### src/rtl/mem_access_unit.sv
// Memory stage: byte/half/word loads and stores over a valid/addr_ok/data_ok bus.
// Optional MEM_UNALIGNED_EXC_EN: misaligned accesses retire as address errors.
module mem_access_unit #(
   parameter int DATA_W = 32,
   parameter int ADDR_W = 32,
   parameter int REG_W  = 5
) (
   input  logic                clk,
   input  logic                resetn,
   input  logic                in_valid,
   output logic                in_ready,
   input  logic [31:0]         in_pc,
   input  logic [3:0]          in_op,
   input  logic [ADDR_W-1:0]   in_addr,
   input  logic [DATA_W-1:0]   in_wdata,
   input  logic [DATA_W-1:0]   in_alu,
   input  logic [REG_W-1:0]    in_regw,
   output logic                dreq_valid,
   output logic [ADDR_W-1:0]   dreq_addr,
   output logic [2:0]          dreq_size,
   output logic [DATA_W/8-1:0] dreq_strobe,
   output logic [DATA_W-1:0]   dreq_data,
   input  logic                dresp_addr_ok,
   input  logic                dresp_data_ok,
   input  logic [DATA_W-1:0]   dresp_data,
   output logic                out_valid,
   output logic [31:0]         out_pc,
   output logic [REG_W-1:0]    out_regw,
   output logic                out_wen,
   output logic [DATA_W-1:0]   out_wdata,
   output logic                out_exc
);

   localparam int NB = DATA_W / 8;
   localparam int L  = $clog2(NB);

   typedef enum logic [1:0] {
      S_IDLE,
      S_REQ,
      S_WAIT
   } state_t;

   state_t state;

   logic              is_mem;
   logic              is_store;
   logic              is_signed;
   logic [1:0]        size;
   logic [ADDR_W-1:0] req_addr;
   logic [L-1:0]      lane;
   logic [NB-1:0]     bmask;
   logic [NB-1:0]     strobe;
   logic [DATA_W-1:0] wmask;
   logic [DATA_W-1:0] sdata;

   logic              r_store;
   logic              r_signed;
   logic [1:0]        r_size;
   logic [L-1:0]      r_lane;

   logic [DATA_W-1:0] sh;
   logic [DATA_W-1:0] ld;
   logic              done;
   logic              unused_sh;

   always_comb begin
      is_mem    = 1'b1;
      is_store  = 1'b0;
      is_signed = 1'b0;
      size      = 2'd0;
      unique case (in_op)
         4'd1: is_signed = 1'b1;
         4'd2: is_signed = 1'b0;
         4'd3: begin
            size      = 2'd1;
            is_signed = 1'b1;
         end
         4'd4: size = 2'd1;
         4'd5: begin
            size      = 2'd2;
            is_signed = 1'b1;
         end
         4'd6: size = 2'd2;
         4'd7: is_store = 1'b1;
         4'd8: begin
            size     = 2'd1;
            is_store = 1'b1;
         end
         4'd9: begin
            size     = 2'd2;
            is_store = 1'b1;
         end
         default: is_mem = 1'b0;
      endcase
   end

   // Misaligned addresses are pulled down to the access size.
   always_comb begin
      req_addr = in_addr;
      unique case (size)
         2'd1: req_addr[0] = 1'b0;
         2'd2: req_addr[1:0] = 2'b00;
         default: req_addr = in_addr;
      endcase
      lane = req_addr[L-1:0];
   end

   always_comb begin
      unique case (size)
         2'd0: begin
            bmask = NB'(1);
            wmask = DATA_W'(64'hFF);
         end
         2'd1: begin
            bmask = NB'(3);
            wmask = DATA_W'(64'hFFFF);
         end
         default: begin
            bmask = NB'(15);
            wmask = DATA_W'(64'hFFFF_FFFF);
         end
      endcase
      strobe = is_store ? (bmask << lane) : '0;
      sdata  = (in_wdata & wmask) << {lane, 3'b000};
   end

`ifdef MEM_UNALIGNED_EXC_EN
   logic misalign;
   logic exc_q;

   always_comb begin
      unique case (size)
         2'd1: misalign = in_addr[0];
         2'd2: misalign = |in_addr[1:0];
         default: misalign = 1'b0;
      endcase
   end

   assign out_exc = exc_q;
`else
   assign out_exc = 1'b0;
`endif

   // The extra top bit carries the sign only for signed loads.
   always_comb begin
      sh = dresp_data >> {r_lane, 3'b000};
      unique case (r_size)
         2'd0: ld = DATA_W'($signed({r_signed & sh[7], sh[7:0]}));
         2'd1: ld = DATA_W'($signed({r_signed & sh[15], sh[15:0]}));
         default: ld = DATA_W'($signed({r_signed & sh[31], sh[31:0]}));
      endcase
   end

   assign unused_sh = ^sh;
   assign in_ready  = (state == S_IDLE);
   assign done      = dresp_data_ok &
                      ((state == S_WAIT) |
                       ((state == S_REQ) & dresp_addr_ok));

   always_ff @(posedge clk or negedge resetn) begin
      if (!resetn) begin
         state       <= S_IDLE;
         dreq_valid  <= 1'b0;
         dreq_addr   <= '0;
         dreq_size   <= '0;
         dreq_strobe <= '0;
         dreq_data   <= '0;
         out_valid   <= 1'b0;
         out_pc      <= '0;
         out_regw    <= '0;
         out_wen     <= 1'b0;
         out_wdata   <= '0;
         r_store     <= 1'b0;
         r_signed    <= 1'b0;
         r_size      <= '0;
         r_lane      <= '0;
`ifdef MEM_UNALIGNED_EXC_EN
         exc_q       <= 1'b0;
`endif
      end else begin
         out_valid <= 1'b0;
`ifdef MEM_UNALIGNED_EXC_EN
         exc_q     <= 1'b0;
`endif
         unique case (state)
            S_IDLE: begin
               if (in_valid) begin
                  out_pc   <= in_pc;
                  out_regw <= in_regw;
                  if (!is_mem) begin
                     out_valid <= 1'b1;
                     out_wen   <= |in_regw;
                     out_wdata <= in_alu;
`ifdef MEM_UNALIGNED_EXC_EN
                  end else if (misalign) begin
                     out_valid <= 1'b1;
                     exc_q     <= 1'b1;
                     out_wen   <= 1'b0;
                     out_wdata <= DATA_W'(in_addr);
`endif
                  end else begin
                     state       <= S_REQ;
                     dreq_valid  <= 1'b1;
                     dreq_addr   <= req_addr;
                     dreq_size   <= {1'b0, size};
                     dreq_strobe <= strobe;
                     dreq_data   <= sdata;
                     r_store     <= is_store;
                     r_signed    <= is_signed;
                     r_size      <= size;
                     r_lane      <= lane;
                  end
               end
            end
            S_REQ: begin
               if (dresp_addr_ok) begin
                  dreq_valid <= 1'b0;
                  if (!dresp_data_ok) begin
                     state <= S_WAIT;
                  end
               end
            end
            S_WAIT: state <= S_WAIT;
            default: state <= S_IDLE;
         endcase
         if (done) begin
            state     <= S_IDLE;
            out_valid <= 1'b1;
            out_wen   <= ~r_store & (|out_regw);
            out_wdata <= r_store ? '0 : ld;
         end
      end
   end

endmodule

### config.mk
export PLATFORM = sky130hd
export DESIGN_NAME = mem_access_unit
export DESIGN_NICKNAME = d
export VERILOG_FILES = /design/src/rtl/mem_access_unit.sv
export SDC_FILE = /design/constraint.sdc
export NUM_CORES = 1
export LEC_CHECK = 0
export CAP_MARGIN = 10
export CORE_MARGIN = 3
export CORE_UTILIZATION = 40
export DETAILED_ROUTE_END_ITERATION = 10
export PLACE_DENSITY = 0.77
export SETUP_SLACK_MARGIN = 0.2
export SLEW_MARGIN = 20
export SYNTH_ARGS = -nofsm -noshare
export SYNTH_HDL_FRONTEND = slang
export SYNTH_SLANG_ARGS = --single-unit
### constraint.sdc
create_clock -name clk -period 4.6 [get_ports clk]
set_input_delay 0.69 -clock clk [delete_from_list [all_inputs] [get_ports clk]]
set_output_delay 0.69 -clock clk [all_outputs]
set_load 0.05 [all_outputs]
==> summary.txt <==
Synthesis
  – Adder-Cell Fraction of Synth Area: 0.006930
  – Synth Area in Compound Gates: 0.1947
  – Top_reg_cell synth: dfrtp_1
  – Main combinational cell family by area after synthesis: compound AO/OA/AOI/OAI gates
  – Most numerous cell in the Yosys netlist: dfrtp_1
  – Synth Warn #: 0
  – Yosys reg bits: roughly 150
  – Mux share of post-synthesis cell area: 0.1093
  – Synthesized area: a little over 7000 um2
  – XOR/XNOR Fraction of Synth Area: 0.002426
  – Top post-synthesis cells by area: dfrtp_1 51%, nand2_1 7.1%, mux2_2 7.0%, mux2i_1 3.6%, o21ai_0 2.1%
  – Top post-synthesis cells by count: 146 x dfrtp_1, 136 x nand2_1, 45 x mux2_2, 31 x o21ai_0, 26 x mux2i_1
  – EDFF count, synth: 0
  – Asr flop ratio synth: 1.000
  – Sequential area share after synthesis: 0.5059
  – Post-Synth Simple-Gate Area: 0.1376
  – Count of cell types in the netlist: 61
  – Syn Inst Count: 678
  – Yosys top cell by area: dfrtp_1
  – Avg Cell Area, Syn: ~11 um2
  – Yosys top cell area share: 0.5059

Final layout
  – Nets: approximately 1.2k
  – Area grow syn2layout: 52.96%
  – Post-layout util: 0.6321
  – Fin area: 11050 um2
  – Share of cells above drive strength 1: 0.1194
  – Finished Layout Cells: 1214

STA
  – Worst setup margin: between 1000 and 1500 ps
  – RSZ-0062 raised after global routing: no
  – Slew Limit Headroom: 0.3644
  – Final Setup Violations: 0
  – Final min period: between 3000 and 4000 ps
  – Peak Freq: between 0.2 and 0.3 GHz
  – Final hold violations: 0
  – Setup TNS: 0 ps
  – Slew Viols, Final: 0
  – Period utilization: 0.7720
  – Clk_skew: 7.117 ps
  – Slew at the pin closest to its max-slew limit: about 950 ps

Die
  – Die area: a little under 20000 um2
  – Io pins: roughly 320
  – Die Ht: ~140 um
  – Core area: 17480 um2
  – Chip width: 140.4 um
  – FP Rows: 48
  – Initial Util: 0.4132

Setup path
  – Critical Path AT: between 3000 and 4000 ps
  – Req. time, crit path: 4910 ps
  – Critical path's top delay family: simple AND/OR/NAND/NOR gates
  – CP max FO: 23
  – Buf/Inv on CP: 2
  – WS Path Type: primary input to register
  – Slowest CP cell: and2_1
  – Crit-path cells: clkdlybuf4s50_1 > xnor2_1 > o2bb2ai_1 > buf_4 > ha_1 > and2_1 > nor2_1 > o21bai_1 > a22o_1
  – Max stage delay on crit path: between 700 and 800 ps
  – Critical Path Sink Type: register
  – Critical path startpoint category: primary input

Placement
  – Hpwl dp: roughly 19000 um
  – Port bufs: around 320
  – Setup WS pre-CTS: around 660 ps
  – Placed insts: between 1k and 1.5k
  – RD Place Congestion: 0.9580
  – Placed Instance Area: 10500 um2

Pwr
  – Worst IR drop on VDD: between 0.4 and 0.5 mV
  – Static leakage: 4.550 nW
  – PwrDens: between 800 and 900 nW/um2

Global route
  – GRT overflow: 0
  – First-pass GRT wire length: just under 40000 um
  – Initial antenna violation count: 1
  – Number of global-route vias before repair: slightly below 7k
  – Total Routing Usage GR: 0.2510
  – Pin count of the biggest net entering global routing: between 70 and 80

Routing
  – Met3 Wirelength: between 2000 and 2500 um
  – DRT met1 WL: roughly 10000 um
  – Final antenna-violating net count: 0
  – Met2 Routed Length: between 10000 and 15000 um
  – Drt pass-1 iters: 4
  – Top layer in use: met4
  – Wire per inst: between 20 and 25 um
  – Residual DRC: 0
  – Vias: around 6.6k
  – WL final: approximately 25000 um
  – Vias per cell: ~5.5
  – First-iteration detailed-routing DRC count: between 500 and 600

Clock tree
  – Total CTS buffers: 17
  – Clk sinks: 146
  – Clock Latency Late Sink: 410 ps
  – Clk root buf: clkbuf_16
  – Clk buf depth: 2
  – TritonCTS clock tree: done
  – Post-CTS Setup Inserts: 0
  – H-Tree Depth: 4
  – Post_cts resized: 0
  – Hold buffer count at cts: 0
  – Clk slew on worst S/H paths: 70 ps

Run
  – Max-cap check violation count: 0

Run status
  – Status: finished clean

Hold path
  – Hold/Removal Path Class: primary input to async pin
[registers in the layout, summed over array words and instances (netlist names)]
register	flops
dreq_strobe	4
r_store	1
r_signed	1
dreq_size	2
dreq_addr	32
out_wen	1
out_regw	5
out_valid	1
state	2
dreq_data	32
dreq_valid	1
out_pc	32
out_wdata	32
[stage by stage]
step                hold WS (ps)  total power, mW
floorplan                  394.4            5.839
global placement           456.5            7.648
detailed placement         461.1            7.711
CTS                        325.6            9.050
global route               340.3            9.410
finish                     302.0            8.995
[power by group]
part | internal [mW] | switching, mW | total [mW]
sequential | 1.91 | 0.416 | 2.33
clock | 0.704 | 0.600 | 1.30
combinational | 1.90 | 3.47 | 5.36
[cell usage in the layout (no fill, tap or decap), drive strengths merged, types with 9 or more instances in the layout]
cell type and instances:
clkdlybuf4s50 315, dfrtp 146, nand2 137, mux2 45, o21ai 44, mux2i 26, a21oi 20, o211ai 17
a32oi 17, clkbuf 17, a22oi 16, nand3 16, nor2 12, buf 12, inv 11, o2bb2ai 9
o31a 9, nor2b 9, o22a 9, a22o 9
[final cells by class]
class,instances,area (um2)
flip-flops and latches,146,3655
inverters,6,27.53
fillers,1425,6430
repair buffers,327,3259
clock buffers,17,425.4
clock inverters,15,123.9
diodes,1,2.502
well taps,225,281.5
multi-input cells,477,3272
[logic make-up after synthesis]
family | count (synthesis)
xor gates and xnor gates | 2
AOI/OAI and AO/OA | 185
and+or+nand+nor | 212
adders and majority gates | 4
buffers and inverters | 56
other | 1
DFF | 146
muxes | 72
[path summary, 6_finish.rpt]
kind	endpoint	startpoint	slack, ps	cells past startpoint
worst max-delay path	dreq_strobe[2]$_DFFE_PN0P_	in_op[1]	1050	9
worst min-delay path	out_valid$_DFF_PN0_	resetn	300	1
worst max register to register	dreq_data[26]$_DFFE_PN0P_	state[1]$_DFFE_PN0P_	1840	7
worst min register to register	dreq_addr[10]$_DFFE_PN0P_	dreq_addr[10]$_DFFE_PN0P_	470	2
max in group asynchronous	dreq_addr[0]$_DFFE_PN0P_	resetn	3300	2
min in group clk	dreq_addr[10]$_DFFE_PN0P_	dreq_addr[10]$_DFFE_PN0P_	470	2
[metal layers]
metal	track usage	vias up
li1	-	3057
met3	0.07887	41
met2	0.4095	357
met5	0	-
met4	0.08363	0
met1	0.3176	3182
No activity file was read; power rests on OpenSTA's default activity.
